## src/rtl/tmr_cfg_scrubber.sv

```systemverilog
// tmr_cfg_scrubber
//   Owns three copies (A, B, C) of a configuration word and presents their
//   bitwise 2-of-3 majority. All writes go through this block. A scrub,
//   requested either by the periodic timer or by force_scrub, compares the
//   copies and rewrites all three with the voted value if they disagree.
//   Each correction is counted, and the count saturates. A fault-injection
//   port can flip bits in one selected copy.
//
// Ports
//   clk, rst        block clock, synchronous active-high reset
//   wr_en/wr_data   write request and the data to load into all copies
//   wr_ready        high in IDLE, when a write can be accepted
//   wr_ack          one-cycle pulse in the cycle the copies are loaded
//   scrub_en        enables the periodic scrub timer
//   force_scrub     single-cycle scrub request
//   err_cnt_clr     clears err_cnt (takes priority over an increment)
//   inj_en/inj_sel/inj_mask  XOR inj_mask into copy inj_sel (3 = none)
//   q               bitwise majority of the copies
//   mismatch        high when the copies disagree
//   seu_pulse       one-cycle pulse when a correction is written
//   err_cnt         saturating correction counter
//   busy            high when not IDLE
module tmr_cfg_scrubber #(
  parameter int unsigned      WIDTH        = 3,
  parameter logic [WIDTH-1:0] RESET_VAL    = '0,
  parameter int unsigned      SCRUB_PERIOD = 16,
  parameter int unsigned      ERRCNT_W     = 8
) (
  input  logic                clk,
  input  logic                rst,
  input  logic                wr_en,
  input  logic [WIDTH-1:0]    wr_data,
  output logic                wr_ready,
  output logic                wr_ack,
  input  logic                scrub_en,
  input  logic                force_scrub,
  input  logic                err_cnt_clr,
  input  logic                inj_en,
  input  logic [1:0]          inj_sel,
  input  logic [WIDTH-1:0]    inj_mask,
  output logic [WIDTH-1:0]    q,
  output logic                mismatch,
  output logic                seu_pulse,
  output logic [ERRCNT_W-1:0] err_cnt,
  output logic                busy
);

  typedef enum logic [1:0] {
    S_IDLE,
    S_WRITE,
    S_SCRUB_CHK,
    S_SCRUB_FIX
  } state_t;

  localparam logic [15:0]         C_TIMER_LAST = 16'(SCRUB_PERIOD - 1);
  localparam logic [ERRCNT_W-1:0] C_CNT_MAX    = {ERRCNT_W{1'b1}};

  state_t              r_state;
  state_t              w_state_next;
  logic [WIDTH-1:0]    r_copy_a;
  logic [WIDTH-1:0]    r_copy_b;
  logic [WIDTH-1:0]    r_copy_c;
  logic [WIDTH-1:0]    r_wr_data;
  logic                r_scrub_pend;
  logic [15:0]         r_timer;
  logic [ERRCNT_W-1:0] r_err_cnt;

  logic [WIDTH-1:0]    w_vote;
  logic                w_mismatch;
  logic                w_accept_wr;
  logic                w_take_scrub;
  logic                w_scrub_req;

  // Bitwise 2-of-3 majority.
  generate
    for (genvar gi = 0; gi < WIDTH; gi++) begin : g_vote
      assign w_vote[gi] = (r_copy_a[gi] & r_copy_b[gi]) |
                          (r_copy_a[gi] & r_copy_c[gi]) |
                          (r_copy_b[gi] & r_copy_c[gi]);
    end
  endgenerate

  assign w_mismatch = (r_copy_a != r_copy_b) || (r_copy_b != r_copy_c);

  assign q         = w_vote;
  assign mismatch  = w_mismatch;
  assign wr_ready  = (r_state == S_IDLE);
  assign wr_ack    = (r_state == S_WRITE);
  assign seu_pulse = (r_state == S_SCRUB_FIX);
  assign busy      = (r_state != S_IDLE);
  assign err_cnt   = r_err_cnt;

  always_comb begin
    w_state_next = r_state;
    w_accept_wr  = 1'b0;
    w_take_scrub = 1'b0;
    case (r_state)
      S_IDLE: begin
        // A write wins over a pending scrub; the scrub stays pending.
        if (wr_en) begin
          w_accept_wr  = 1'b1;
          w_state_next = S_WRITE;
        end else if (r_scrub_pend) begin
          w_take_scrub = 1'b1;
          w_state_next = S_SCRUB_CHK;
        end
      end
      S_WRITE:     w_state_next = S_IDLE;
      S_SCRUB_CHK: w_state_next = w_mismatch ? S_SCRUB_FIX : S_IDLE;
      S_SCRUB_FIX: w_state_next = S_IDLE;
      default:     w_state_next = S_IDLE;
    endcase
  end

  always_ff @(posedge clk) begin
    if (rst) begin
      r_state <= S_IDLE;
    end else begin
      r_state <= w_state_next;
    end
  end

  always_ff @(posedge clk) begin
    if (rst) begin
      r_wr_data <= '0;
    end else if (w_accept_wr) begin
      r_wr_data <= wr_data;
    end
  end

  // Copy loads in WRITE / SCRUB_FIX take precedence over injection.
  always_ff @(posedge clk) begin
    if (rst) begin
      r_copy_a <= RESET_VAL;
      r_copy_b <= RESET_VAL;
      r_copy_c <= RESET_VAL;
    end else if (r_state == S_WRITE) begin
      r_copy_a <= r_wr_data;
      r_copy_b <= r_wr_data;
      r_copy_c <= r_wr_data;
    end else if (r_state == S_SCRUB_FIX) begin
      r_copy_a <= w_vote;
      r_copy_b <= w_vote;
      r_copy_c <= w_vote;
    end else if (inj_en) begin
      case (inj_sel)
        2'd0:    r_copy_a <= r_copy_a ^ inj_mask;
        2'd1:    r_copy_b <= r_copy_b ^ inj_mask;
        2'd2:    r_copy_c <= r_copy_c ^ inj_mask;
        default: ;
      endcase
    end
  end

  // Free-running period timer, independent of the FSM.
  assign w_scrub_req = force_scrub || (scrub_en && (r_timer == C_TIMER_LAST));

  always_ff @(posedge clk) begin
    if (rst) begin
      r_timer <= '0;
    end else if (!scrub_en || (r_timer == C_TIMER_LAST)) begin
      r_timer <= '0;
    end else begin
      r_timer <= r_timer + 16'd1;
    end
  end

  // A request arriving while the pending scrub is being consumed merges
  // into that scrub, so consumption clears the flag unconditionally.
  always_ff @(posedge clk) begin
    if (rst) begin
      r_scrub_pend <= 1'b0;
    end else if (w_take_scrub) begin
      r_scrub_pend <= 1'b0;
    end else if (w_scrub_req) begin
      r_scrub_pend <= 1'b1;
    end
  end

  always_ff @(posedge clk) begin
    if (rst || err_cnt_clr) begin
      r_err_cnt <= '0;
    end else if ((r_state == S_SCRUB_FIX) && (r_err_cnt != C_CNT_MAX)) begin
      r_err_cnt <= r_err_cnt + 1'b1;
    end
  end

endmodule
```

## config.mk

```make
export PLATFORM = sky130hd
export DESIGN_NAME = tmr_cfg_scrubber
export DESIGN_NICKNAME = d
export VERILOG_FILES = /design/src/rtl/tmr_cfg_scrubber.sv
export SDC_FILE = /design/constraint.sdc
export NUM_CORES = 1
export LEC_CHECK = 0
export BUFFER_PORTS_ARGS = -buffer_cell sky130_fd_sc_hd__buf_2
export CORE_MARGIN = 10
export CORE_UTILIZATION = 60
export DETAILED_ROUTE_END_ITERATION = 12
export PLACE_DENSITY_LB_ADDON = 0.3
export SLEW_MARGIN = 0
export SYNTH_ARGS = -nofsm -noshare
export SYNTH_HDL_FRONTEND = slang
export SYNTH_SLANG_ARGS = --single-unit
```

## constraint.sdc

```tcl
create_clock -name clk -period 4.1 [get_ports clk]
set_input_delay 0 -clock clk [delete_from_list [all_inputs] [get_ports clk]]
set_output_delay 0 -clock clk [all_outputs]
set_load 0.005 [all_outputs]
```

# Yosys cells after proc, flatten, opt, wreduce, memory -nomap -nowiden
# Index checks and enable logic that the tools add are counted.
[totals]
ff_bits = 39
latchBits = 0
ram_bits = 0
romBits = 0
out_inout_bits = 16
wordCells = 79
n_memories = 0
[op_classes]
n_addsub = 2
mul = 0
div_mod_pow = 0
order_cmp = 0
eq_ne = 10
n_shift = 0
mux = 21
n_bitwise = 18
reduce_logical = 20
[op_table]
columns = ["op", "count"]
rows = [
  ["$mux W3", 12],
  ["$add A16 B1 Y16 const B", 1],
  ["$eq A16 B4 Y1 const B", 1],
  ["$reduce_bool A3 Y1", 4],
  ["$and A1 B1 Y1", 9],
  ["$xor A3 B3 Y3", 3],
  ["$add A8 B1 Y8 const B", 1],
  ["$ne A8 B8 Y1 const B", 1],
  ["$eq A2 B2 Y1 const B", 3],
  ["$mux W2", 3],
  ["$ne A3 B3 Y1", 2],
  ["$or A1 B1 Y1", 6],
  ["$pmux W2 S3", 1],
  ["$reduce_and A2 Y1", 3],
  ["$reduce_or A2 Y1", 3],
  ["$mux W1", 5],
  ["$eq A2 B1 Y1 const B", 2],
  ["$logic_not A2 Y1", 2],
  ["$logic_or A1 B1 Y1", 4],
  ["$ne A3 B2 Y1 const B", 1],
  ["$logic_and A1 B1 Y1", 2],
  ["$reduce_bool A2 Y1", 1],
  ["$logic_not A1 Y1", 1],
]

# Depth between registers and ports, before layout
# Gate-level depths: netlist of the first run.
[depth]
word_depth = 5
depth_mapped = 7
depth_no_buf = 5

# Least setup slack after synthesis of the first run
# No wires, ideal clock.
[synth_timing]
path_kind = "register to register"
from = "register r_timer[13]"
to = "register r_timer[10]"
setup_ns = 0.115
t_arrival_ns = 1.526
required_time_ns = 3.985
slack_ns = 2.459
stages_incl_launch_ff = 7
path_buffers = 2
synth_period_minus_slack_ns = 1.641
path_cell_list = "dfxtp_1 -> or4_1 -> nor4_2 -> or3b_1 -> buf_6 -> buf_12 -> nor2_1"
[synth_via]
elab_chain_len = 3
[synth_rtl]
columns = ["item", "line", "source"]
rows = [
  ["start, declared", "65", "logic [15:0] r_timer;"],
  ["start signal, assigned", "164", "r_timer <= r_timer + 16'd1;"],
  ["$eq A16 B4 Y1", "161", "end else if (!scrub_en || (r_timer == C_TIMER_LAST)) begin"],
  ["$logic_or A1 B1 Y1", "161", ""],
  ["$reduce_or A2 Y1 (no line)", "--", ""],
]
# No other way between the ends.
# A chain may end at the register's enable or synchronous reset.

# Final worst setup path of the first run
[layout_timing]
from = "register r_state[0]"
to = "register r_err_cnt[7] (netlist: err_cnt[7])"
[layout_via]
elab_chain_len = 2
[layout_rtl]
columns = ["item", "line", "source"]
rows = [
  ["start, declared", "58", "state_t r_state;"],
  ["start signal, assigned", "119", "r_state <= w_state_next;"],
  ["$eq A2 B2 Y1", "183", "end else if ((r_state == S_SCRUB_FIX) && (r_err_cnt != C_CNT_MAX)) begin"],
  ["$logic_and A1 B1 Y1", "183", ""],
  ["end signal, assigned", "184", "r_err_cnt <= r_err_cnt + 1'b1;"],
  ["end, declared", "66", "logic [ERRCNT_W-1:0] r_err_cnt;"],
]
# No other way between the ends.

==> out/metrics.yaml, run 1 <==
worst_hold_path:
  min-delay-start: "force_scrub"
  hold_path_class: "input pin to register"
  min_path_cells: 3
  hold_end: "r_scrub_pend"
critical_path:
  reg2reg_depth: 4
  startpoint_type: "register"
  r2r_slack_ns: 2.12
  endpoint_kind: "register"
  cp_cell_sequence: "nand2_1 > or3b_1 > or4_1 > o21ai_0"
  reg2reg_from: "r_state[0]"
  critical_path_arrival_ns: 2.27
  max_stage_delay_ns: 0.76
  cp_data_required_time_ns: 4.39
  slowest_stage: "dfxtp_1"
  r2r-end: "err_cnt[7]"
  criticalPathCategory: "register to register"
  critPathMaxFanout: 22
timing:
  fmax_mhz: 506.1
  worstMarginPinSlew_ns: 0.6830
  timing.hold.ws_ns: 0.008310
  period_minus_slack_ns: 1.976
  fin_setup_tns_ns: 0
  finalSetupViolCount: 0
  fin_crit_sh_pct: 48.19
  finalMaxSlewViolations: 0
  hold_viol: 0
  rsz0062_at_grt: "no"
  relSlewSlack_pct: 53.89
  skew_ns: 0.01373
cts:
  htree_levels: 2
  ctsResizeCount: 0
  cts_inserted_buffers: 5
  cts.path.max_buffers: 2
  clock_sinks: 39
  root_buffer: "clkbuf_4"
  cts.clk_slew.worst_paths_ns: 0.12
  cts_tree: "built"
  clock_latency_ns: 0.35
yosys:
  ys_seq_elements: 39
  yosys_warnings: 0
  yosys.area.top_type: "dfxtp_1"
  ys_types: 32
  synthTopCellsByArea: "dfxtp_1 40%, nor2_1 7.4%, xnor2_1 5.8%, ha_1 5.1%, a211oi_1 4.2%"
  syn-cell-area_sq_um: 1976
  synth.top_cell.area_share_pct: 39.52
  seq_area_frac_synth_pct: 39.52
  syn-num-nets: 267
  synth_cells: 244
  avgSynthCellArea_sq_um: 8.097
finish:
  drive_above_1_share_pct: 15.96
  diodes: 0
  fin_nets: 304
  area_growth_pct: 16.02
  finalNonFillerCells: 326
floorplan:
  dieArea_sq_um: 5988
  rows: 20
  io_pins: 31
  core_sq_um: 3103
  fp.dieW_um: 77.38
  die_h_um: 77.38
  initial_core_util_pct: 63.67
pwr:
  power.leakage_nw: 0.9135
  irDropWorstVdd_mv: 0.2553
  power_density_nw_per_um2: 335.1
drt:
  ant_nets: 0
  drt_pass1_iterations: 4
  dr.first_iter.drc_count: 120
  route.vias.total: 1852
  routedWlPerCell_um: 14.13
  drc_errors: 0
  drt-total-wl_mm: 4.608
  via_per_inst: 5.681
outcome:
  status: "finished, final reports clean"
placement:
  gp_congestion: 0.8117
  post-dp-hpwl_mm: 3.226
  port_buffers: 30
  placed_cells: 310
grt:
  antenna_found_initial: 0
  grt_max_degree: 23
  grt_overflow_total: 0
  track_usage_pct: 15.42
  grt_pass1_vias: 1734
  grt_pass1_wl_mm: 7.790
job:
  max_cap_violations: 0
-- worst max-delay path: cells and delay by family, from the launching register on --
family	cells	cell delay, ns
simple gates	3	1.07
flops	1	0.76
compound gates	1	0.08
-- final cells by class --
| class | count | area [sq um] |
|---|---|---|
| Inverter | 14 | 52.55 |
| Sequential cell | 39 | 780.7 |
| Tap cell | 44 | 55.05 |
| Clock inverter | 2 | 35.03 |
| Multi-Input combinational cell | 183 | 1087 |
| Fill cell | 269 | 810.8 |
| Timing Repair Buffer | 38 | 230.2 |
| Clock buffer | 6 | 51.30 |
-- power by group --
| group | switching (W) | internal, W | total, W |
|---|---|---|---|
| sequential | 0.0000165 | 0.000391 | 0.000407 |
| combinational | 0.0000493 | 0.0000400 | 0.0000894 |
| clock | 0.000128 | 0.000144 | 0.000272 |
-- synth_stat cells (all sizes together) --
cell type	n
xnor2	13
o311ai	1
or3	1
or3b	2
a311oi	3
or4	4
a31oi	13
nand3	11
or2	4
nand4	3
a211oi	11
nor3b	2
nor2	41
clkbuf	5
and3b	2
dfxtp	39
nand2	21
ha	8
a21oi	7
nor3	6
nor4	6
xor2	2
nor2b	2
buf	3
inv	14
mux2i	2
and3	2
o21ai	16
-- worst max-delay path by stage --
stage                           start  slack [ns]           to
after floorplan           r_timer[13]        2.46  r_timer[10]
after global placement     r_state[0]        2.19   err_cnt[7]
after detailed placement   r_timer[0]        2.14   r_timer[3]
after CTS                  r_timer[0]        2.13   r_timer[3]
after global routing       r_timer[0]        1.93  r_timer[11]
final                      r_state[0]        2.12   err_cnt[7]
-- layer usage --
metal	global-route usage, %	wire (um)	vias up
li1	-	-	941
met1	17.46	1940	848
met2	26.92	2329	63
met3	4.954	338	0
met4	4.745	0	0
met5	0	0	-
-- state kept, by name, summed over array words and instances, names as in the netlist --
register and count:
r_timer 16, r_scrub_pend 1, r_copy_a 3, r_state 2
r_copy_b 3, r_copy_c 3, err_cnt 8, r_wr_data 3
-- logic make-up after synthesis --
kind of cell / Yosys count / synth area share, %
fa+ha+maj: 8 / 5.067
xor+xnor: 15 / 6.650
compound gates: 51 / 15.90
simple gates: 107 / 26.41
buf+inv: 22 / 5.446
mux: 2 / 1.013
flops: 39 / 39.52
-- stage by stage --
| stage | setup slack [ns] | cell area [sq um] | util (%) | power, W |
|---|---|---|---|---|
| 2_1_floorplan | 2.459 | 1976 | - | 0.0004668 |
| 4_1_cts | 2.132 | 2292 | 73.87 | 0.0007724 |
| 5_1_grt | 1.934 | 2292 | 73.87 | 0.0008023 |
| 6_report | 2.124 | 2292 | 73.87 | 0.0007682 |
| 3_5_place_dp | 2.145 | 2126 | 68.51 | 0.0004954 |
| 3_3_place_gp | 2.186 | 2126 | 68.51 | 0.0004932 |
-- repair_timing --
item / in CTS / in global routing
buffers inserted: 0 / 0
hold buffers: 8 / 0
hold endpoints to repair: 12 / 0
-- cells in the final DEF, fill, tap and decap left out, types with 3 or more instances in the layout --
cell type      synthesis  layout
nor2_1                39      39
dfxtp_1               39      39
buf_2                  1      30
nand2_1               21      21
o21ai_0               16      16
inv_1                 14      14
a31oi_1               13      13
xnor2_1               13      13
nand3_1               11      11
a211oi_1              11      11
ha_1                   8       8
dlygate4sd3_1          0       8
a21oi_1                7       7
nor3_1                 6       6
nor4_1                 5       5
clkbuf_4               0       5
or2_2                  4       4
or4_1                  4       4
nand4_1                3       3
a311oi_1               3       3
(Power assumes the default switching activity.)
==> run 2, diff against run 1 <==
ABC_AREA = 1   (was not set)
CORE_UTILIZATION = 51   (was 60)
clock period = 1.6 ns   (was 4.1 ns; I/O delays follow)
==> out/metrics.yaml, run 2 <==
timing:
  finalSetupViolCount: 0  # unchanged
  period_minus_slack_ns: 1.398  # was 1.976 ns
  worstMarginPinSlew_ns: 0.3311  # was 0.6830 ns
  hold_viol: 0  # unchanged
  relSlewSlack_pct: 77.90  # was 53.89%
  fin_setup_tns_ns: 0  # unchanged
  setup_slack_ns: 0.2020  # was 2.124 ns
  fin_crit_sh_pct: 87.38  # was 48.19%
  skew_ns: 0.003534  # was 0.01373 ns
  rsz0062_at_grt: "no"  # unchanged
  finalMaxSlewViolations: 0  # unchanged
  fmax_mhz: 715.3  # was 506.1 MHz
cts:
  htree_levels: 2  # unchanged
  clock_latency_ns: 0.29  # was 0.35 ns
  cts.path.max_buffers: 2  # unchanged
  cts.clk_slew.worst_paths_ns: 0.08  # was 0.12 ns
  root_buffer: "clkbuf_8"  # was clkbuf_4
  post_cts_buffers: 0  # unchanged
  clock_sinks: 39  # unchanged
  cts_inserted_buffers: 5  # unchanged
  ctsResizeCount: 0  # unchanged
  cts_tree: "built"  # unchanged
grt:
  antenna_found_initial: 0  # unchanged
  grt_overflow_total: 0  # unchanged
  grt_max_degree: 17  # was 23
  grt_pass1_vias: 1932  # was 1734
  track_usage_pct: 13.38  # was 15.42%
  grt_pass1_wl_mm: 8.307  # was 7.790 mm
placement:
  gp_congestion: 0.8514  # was 0.8117
  place_area_sq_um: 2330  # was 2126 sq um
  pre_cts_slack_ns: 0.2081  # was 2.145 ns
  port_buffers: 30  # unchanged
  post-dp-hpwl_mm: 3.626  # was 3.226 mm
finish:
  fillers: 396  # was 269
  top_register: "r_timer"  # unchanged
  area_growth_pct: 15.40  # was 16.02%
  fin_nets: 378  # was 304
  final_common_cell: "nand2_1"
  largest_reg_flops: 16  # unchanged
  drive_above_1_share_pct: 16.29  # was 15.96%
  diodes: 0  # unchanged
  final_area_sq_um: 2475  # was 2292 sq um
  layout.cells.most_common_list: "66 x nand2_1, 43 x nor2_1, 39 x dfxtp_1, 37 x a21oi_1, 34 x inv_1"  # was 39 x nor2_1, 39 x dfxtp_1, 30 x buf_2, 21 x nand2_1, 16 x o21ai_0
worst_hold_path:
  hold_path_class: "input pin to register"  # unchanged
  min-delay-start: "err_cnt_clr"  # was force_scrub
  hold_end: "err_cnt[5]"  # was r_scrub_pend
  min_path_cells: 4  # was 3
pwr:
  power_density_nw_per_um2: 852.2  # was 335.1 nW/um^2
  power.leakage_nw: 1.018  # was 0.9135 nW
  irDropWorstVdd_mv: 0.3491  # was 0.2553 mV
drt:
  dr.first_iter.drc_count: 91  # was 120
  drc_errors: 0  # unchanged
  via_per_inst: 5.123  # was 5.681
  route.vias.total: 2080  # was 1852
  ant_nets: 0  # unchanged
  drt_pass1_iterations: 5  # was 4
  drt-total-wl_mm: 4.644  # was 4.608 mm
  routedWlPerCell_um: 11.44  # was 14.13 um
yosys:
  synth_top_family_by_area: "simple AND/OR/NAND/NOR gates"  # unchanged
  synth_xor_area_share_pct: 3.267  # was 6.650%
  synthSimpleGateAreaFrac_pct: 31.62  # was 26.41%
  synth_edf_count: 0  # unchanged
  synth.area.mux_share_pct: 0  # was 1.013%
  synth_cells: 315  # was 244
  syn-num-nets: 338  # was 267
  synthTopCellsByArea: "dfxtp_1 36%, nand2_1 12%, a21oi_1 8.6%, nor2_1 7.5%, o21ai_0 6.5%"  # was dfxtp_1 40%, nor2_1 7.4%, xnor2_1 5.8%, ha_1 5.1%, a211oi_1 4.2%
  seq_area_frac_synth_pct: 36.41  # was 39.52%
  ys_seq_elements: 39  # unchanged
  yosys_warnings: 0  # unchanged
  synth_ff_type: "dfxtp_1"  # unchanged
  synth.top_cell.area_share_pct: 36.41  # was 39.52%
  yosys.area.top_type: "dfxtp_1"  # unchanged
  ys_types: 25  # was 32
  syn-cell-area_sq_um: 2145  # was 1976 sq um
  avgSynthCellArea_sq_um: 6.808  # was 8.097 sq um
  netlist_top_cells_count: "66 x nand2_1, 43 x nor2_1, 39 x dfxtp_1"  # was 39 x dfxtp_1, 39 x nor2_1, 21 x nand2_1
  synth_compound_area_share_pct: 15.93  # was 15.90%
  yosysMostFrequentCell: "nand2_1"
  synthAdderAreaFrac_pct: 4.667  # was 5.066%
  async_reset_ff_share_pct: 0  # unchanged
critical_path:
  reg2reg_from: "err_cnt[1]"  # was r_state[0]
  r2r-end: "err_cnt[0]"  # was err_cnt[7]
  reg2reg_depth: 8  # was 4
  endpoint_kind: "register"  # unchanged
  r2r_slack_ns: 0.20  # was 2.12 ns
  cp_data_required_time_ns: 1.78  # was 4.39 ns
  criticalPathCategory: "register to register"  # unchanged
  critPathMaxFanout: 7  # was 22
  critical_path_arrival_ns: 1.58  # was 2.27 ns
  startpoint_type: "register"  # unchanged
floorplan:
  core_sq_um: 4029  # was 3103 sq um
  initial_core_util_pct: 53.23  # was 63.67%
  io_pins: 31  # unchanged
  dieArea_sq_um: 7199  # was 5988 sq um
  die_h_um: 84.85  # was 77.38 um
  rows: 23  # was 20
  fp.dieW_um: 84.85  # was 77.38 um
job:
  max_cap_violations: 0  # unchanged
outcome:
  status: "finished, final reports clean"  # unchanged
[run 2: layout make-up]
class	count	area [sq um]	area share (%)
clock inverters	1	8.758	0.3539
clock buffers	7	86.33	3.488
flip-flops and latches	39	780.7	31.55
repair buffers	36	207.7	8.392
inverters	37	138.9	5.612
multi-input cells	236	1190	48.08
well taps	50	62.56	2.528
[run 2: worst max-delay path, stage by stage (launching register included)]
cell and delay [ns]:
dfxtp_1 0.39, ha_1 0.21, nand2_1 0.10, nor2_2 0.13, nand2_1 0.09, nand2_2 0.13
inv_2 0.09, nor2_1 0.09, nor2_1 0.05
[run 2: worst max path at each step]
stage / start / endpoint / slack [ns] / cells after the start
CTS: err_cnt[1] / err_cnt[0] / 0.20 / 8
finish: err_cnt[1] / err_cnt[0] / 0.20 / 8
global route: err_cnt[1] / err_cnt[7] / 0.07 / 8
floorplan: r_timer[0] / r_timer[13] / 0.33 / 7
detailed placement: err_cnt[1] / err_cnt[0] / 0.21 / 8
global placement: err_cnt[1] / err_cnt[0] / 0.22 / 8
[run 2: report_power, final]
| group | internal [W] | switching, W | total, W |
|---|---|---|---|
| sequential | 0.00102 | 0.0000527 | 0.00107 |
| combinational | 0.000140 | 0.000194 | 0.000334 |
| clock | 0.000353 | 0.000349 | 0.000702 |
| total | 0.00151 | 0.000596 | 0.00211 |
[run 2: repair_timing]
action,4_1_cts,5_1_grt
setup endpoints to repair,0,0
hold buffers,5,0
hold endpoints to repair,4,0
[run 2: cells by family (layout without fill, tap and decap cells)]
kind of cell | count (synthesis) | count (layout)
AO/OA/AOI/OAI | 67 | 67
XOR/XNOR | 8 | 8
AND/OR/NAND/NOR | 153 | 153
flip-flops | 39 | 39
buffers and inverters | 40 | 81
adder cells (fa/ha/maj) | 8 | 8
[run 2: per-layer routing]
metal | vias up | wire length, um | global-route usage, %
met4 | 0 | 72 | 5.988
met1 | 934 | 2254 | 16.42
met3 | 7 | 276 | 4.207
li1 | 1102 | - | -
met5 | - | 0 | 0
met2 | 37 | 2040 | 20.93
[run 2: per-stage QoR]
stage | std cells | utilization [%] | total power, W | hold WS (ns)
5_1_grt | 406 | 61.43 | 0.002239 | 0.01266
3_5_place_dp | 393 | 57.83 | 0.001423 | 0.2456
4_1_cts | 406 | 61.43 | 0.002130 | 0.007084
3_3_place_gp | 393 | 57.83 | 0.001409 | 0.2350
2_1_floorplan | 315 | - | 0.001311 | 0.06907
6_report | 406 | 61.43 | 0.002109 | 0.01628
==> run 3, diff against run 2 <==
--- a/config.mk
+++ b/config.mk
@@ -8,6 +8,8 @@
 export ABC_AREA = 1
 export BUFFER_PORTS_ARGS = -buffer_cell sky130_fd_sc_hd__buf_2
+export CAP_MARGIN = 20
 export CORE_MARGIN = 10
-export CORE_UTILIZATION = 51
+export CORE_UTILIZATION = 53
+export CTS_BUF_LIST = sky130_fd_sc_hd__clkbuf_2 sky130_fd_sc_hd__clkbuf_4 sky130_fd_sc_hd__clkbuf_8
 export DETAILED_ROUTE_END_ITERATION = 12
 export PLACE_DENSITY_LB_ADDON = 0.3
==> constraint.sdc (replaced) <==
create_clock -name clk -period 1.6 [get_ports clk]
set_input_delay 0.16 -clock clk [delete_from_list [all_inputs] [get_ports clk]]
set_output_delay 0.16 -clock clk [all_outputs]
set_load 0.005 [all_outputs]
==> out/metrics.yaml, run 3 (synthesis results as in run 2) <==
finish:
  diodes: 0  # unchanged
  area_growth_pct: 13.77  # was 15.40%
  top_register: "r_timer"  # unchanged
  layout.cells.most_common_list: "66 x nand2_1, 43 x nor2_1, 37 x a21oi_1, 34 x inv_1"  # was 66 x nand2_1, 43 x nor2_1, 39 x dfxtp_1, 37 x a21oi_1, 34 x inv_1
  largest_reg_flops: 16  # unchanged
  drive_above_1_share_pct: 19.94  # was 16.29%
  finalNonFillerCells: 401  # was 406
  fin_nets: 373  # was 378
  final_common_cell: "nand2_1"  # unchanged
cts:
  root_buffer: "clkbuf_8"  # unchanged
  clock_latency_ns: 0.29  # about the same
  ctsResizeCount: 0  # unchanged
  post_cts_buffers: 0  # unchanged
  hold_buffers: 0  # was 5
  cts_inserted_buffers: 5  # unchanged
  cts.clk_slew.worst_paths_ns: 0.08  # about the same
  clock_sinks: 39  # unchanged
  cts.path.max_buffers: 2  # unchanged
  cts_tree: "built"  # unchanged
  htree_levels: 2  # unchanged
placement:
  port_buffers: 30  # unchanged
  gp_congestion: 0.8612  # was 0.8514
  post-dp-hpwl_mm: 3.502  # was 3.626 mm
  placed_cells: 393  # unchanged
critical_path:
  startpoint_type: "register"  # unchanged
  critical_path_arrival_ns: 1.34  # was 1.58 ns
  cp_data_required_time_ns: 1.44  # was 1.78 ns
  critPathMaxFanout: 5  # was 7
  criticalPathCategory: "register to output pin"  # was register to register
  endpoint_kind: "output pin"  # was register
grt:
  grt_pass1_vias: 1889  # was 1932
  grt_overflow_total: 0  # unchanged
  track_usage_pct: 13.22  # was 13.38%
  grt_max_degree: 17  # unchanged
  antenna_found_initial: 0  # unchanged
  grt_pass1_wl_mm: 8.183  # was 8.307 mm
floorplan:
  core_sq_um: 3971  # was 4029 sq um
  io_pins: 31  # unchanged
  die_h_um: 83.61  # was 84.85 um
  rows: 23  # unchanged
  initial_core_util_pct: 54.00  # was 53.23%
  fp.dieW_um: 83.61  # was 84.85 um
  dieArea_sq_um: 6991  # was 7199 sq um
drt:
  drt_pass1_iterations: 4  # was 5
  drt-total-wl_mm: 4.537  # was 4.644 mm
  routedWlPerCell_um: 11.31  # was 11.44 um
  ant_nets: 0  # unchanged
  route.vias.total: 2030  # was 2080
  drc_errors: 0  # unchanged
  dr.first_iter.drc_count: 175  # was 91
  via_per_inst: 5.062  # was 5.123
timing:
  finalMaxSlewViolations: 0  # unchanged
  period_minus_slack_ns: 1.503  # was 1.398 ns
  fmax_mhz: 665.3  # was 715.3 MHz
  fin_setup_tns_ns: 0  # unchanged
  finalSetupViolCount: 0  # unchanged
  skew_ns: 0.005840  # was 0.003534 ns
  hold_viol: 0  # unchanged
  rsz0062_at_grt: "no"  # unchanged
  relSlewSlack_pct: 77.25  # was 77.90%
  fin_crit_sh_pct: 93.94  # was 87.38%
  worstMarginPinSlew_ns: 0.3409  # was 0.3311 ns
pwr:
  irDropWorstVdd_mv: 0.5402  # was 0.3491 mV
  power.leakage_nw: 0.9999  # was 1.018 nW
  power_density_nw_per_um2: 854.8  # was 852.2 nW/um^2
worst_hold_path:
  hold_path_class: "input pin to register"  # unchanged
outcome:
  status: "finished, final reports clean"  # unchanged
job:
  max_cap_violations: 0  # unchanged
==> run 3: cell count changes in the layout (fill, tap and decap cells not counted), sizes merged <==
cell / change
dlygate4sd3: -5
clkbuf: -1
clkinvlp: +1
==> run 3: stage by stage <==
stage | setup WS [ns] | power, W | instance area, sq um | util, % | hold WS (ns)
final | 0.09700 | 0.002086 | 2440 | 61.44 | 0.09154
after global routing | 0.02443 | 0.002213 | 2440 | 61.44 | 0.1127
after CTS | 0.01713 | 0.002092 | 2419 | 60.90 | 0.09406
after detailed placement | 0.1843 | 0.001420 | 2330 | 58.66 | 0.3993
after global placement | 0.2386 | 0.001409 | 2330 | 58.66 | 0.3964
after floorplan | 0.3259 | 0.001311 | 2145 | - | 0.2291
==> run 3: worst paths after layout <==
check,start,end,slack [ns],depth (start not counted)
setup / recovery,r_copy_a[1],mismatch,0.1,4
hold / removal,rst,r_state[0],0.09,2
setup reg to reg,err_cnt[1],err_cnt[1],0.21,8
hold reg to reg,r_timer[0],r_timer[0],0.46,1
==> run 3: area by class of cell <==
| cell class | instances | area (sq um) |
|---|---|---|
| clock buffers | 6 | 76.32 |
| flip-flops and latches | 39 | 792.0 |
| inverters | 37 | 138.9 |
| clock inverters | 2 | 12.51 |
| fillers | 373 | 1531 |
| repair buffers | 31 | 157.7 |
| multi-input cells | 236 | 1200 |
| well taps | 50 | 62.56 |
==> run 3: power by group <==
group,switching (W),internal [W],leakage (nW)
logic,0.000199,0.000141,0.634
registers,0.0000512,0.00103,0.321
clock network,0.000347,0.000322,0.0446
==> run 3: worst max-delay path, cell delays in order (launching register included) <==
cell and delay [ns]:
dfxtp_2 0.34, ha_1 0.31, nor3_2 0.17, nand2_1 0.10
buf_2 0.14
==> run 3: layer usage <==
| layer | GRT usage [%] | vias up | wire length, um |
|---|---|---|---|
| met5 | 0 | - | 0 |
| met4 | 3.957 | 0 | 46 |
| met3 | 3.711 | 5 | 274 |
| met2 | 22.51 | 36 | 2091 |
| met1 | 15.63 | 895 | 2125 |
| li1 | - | 1094 | - |
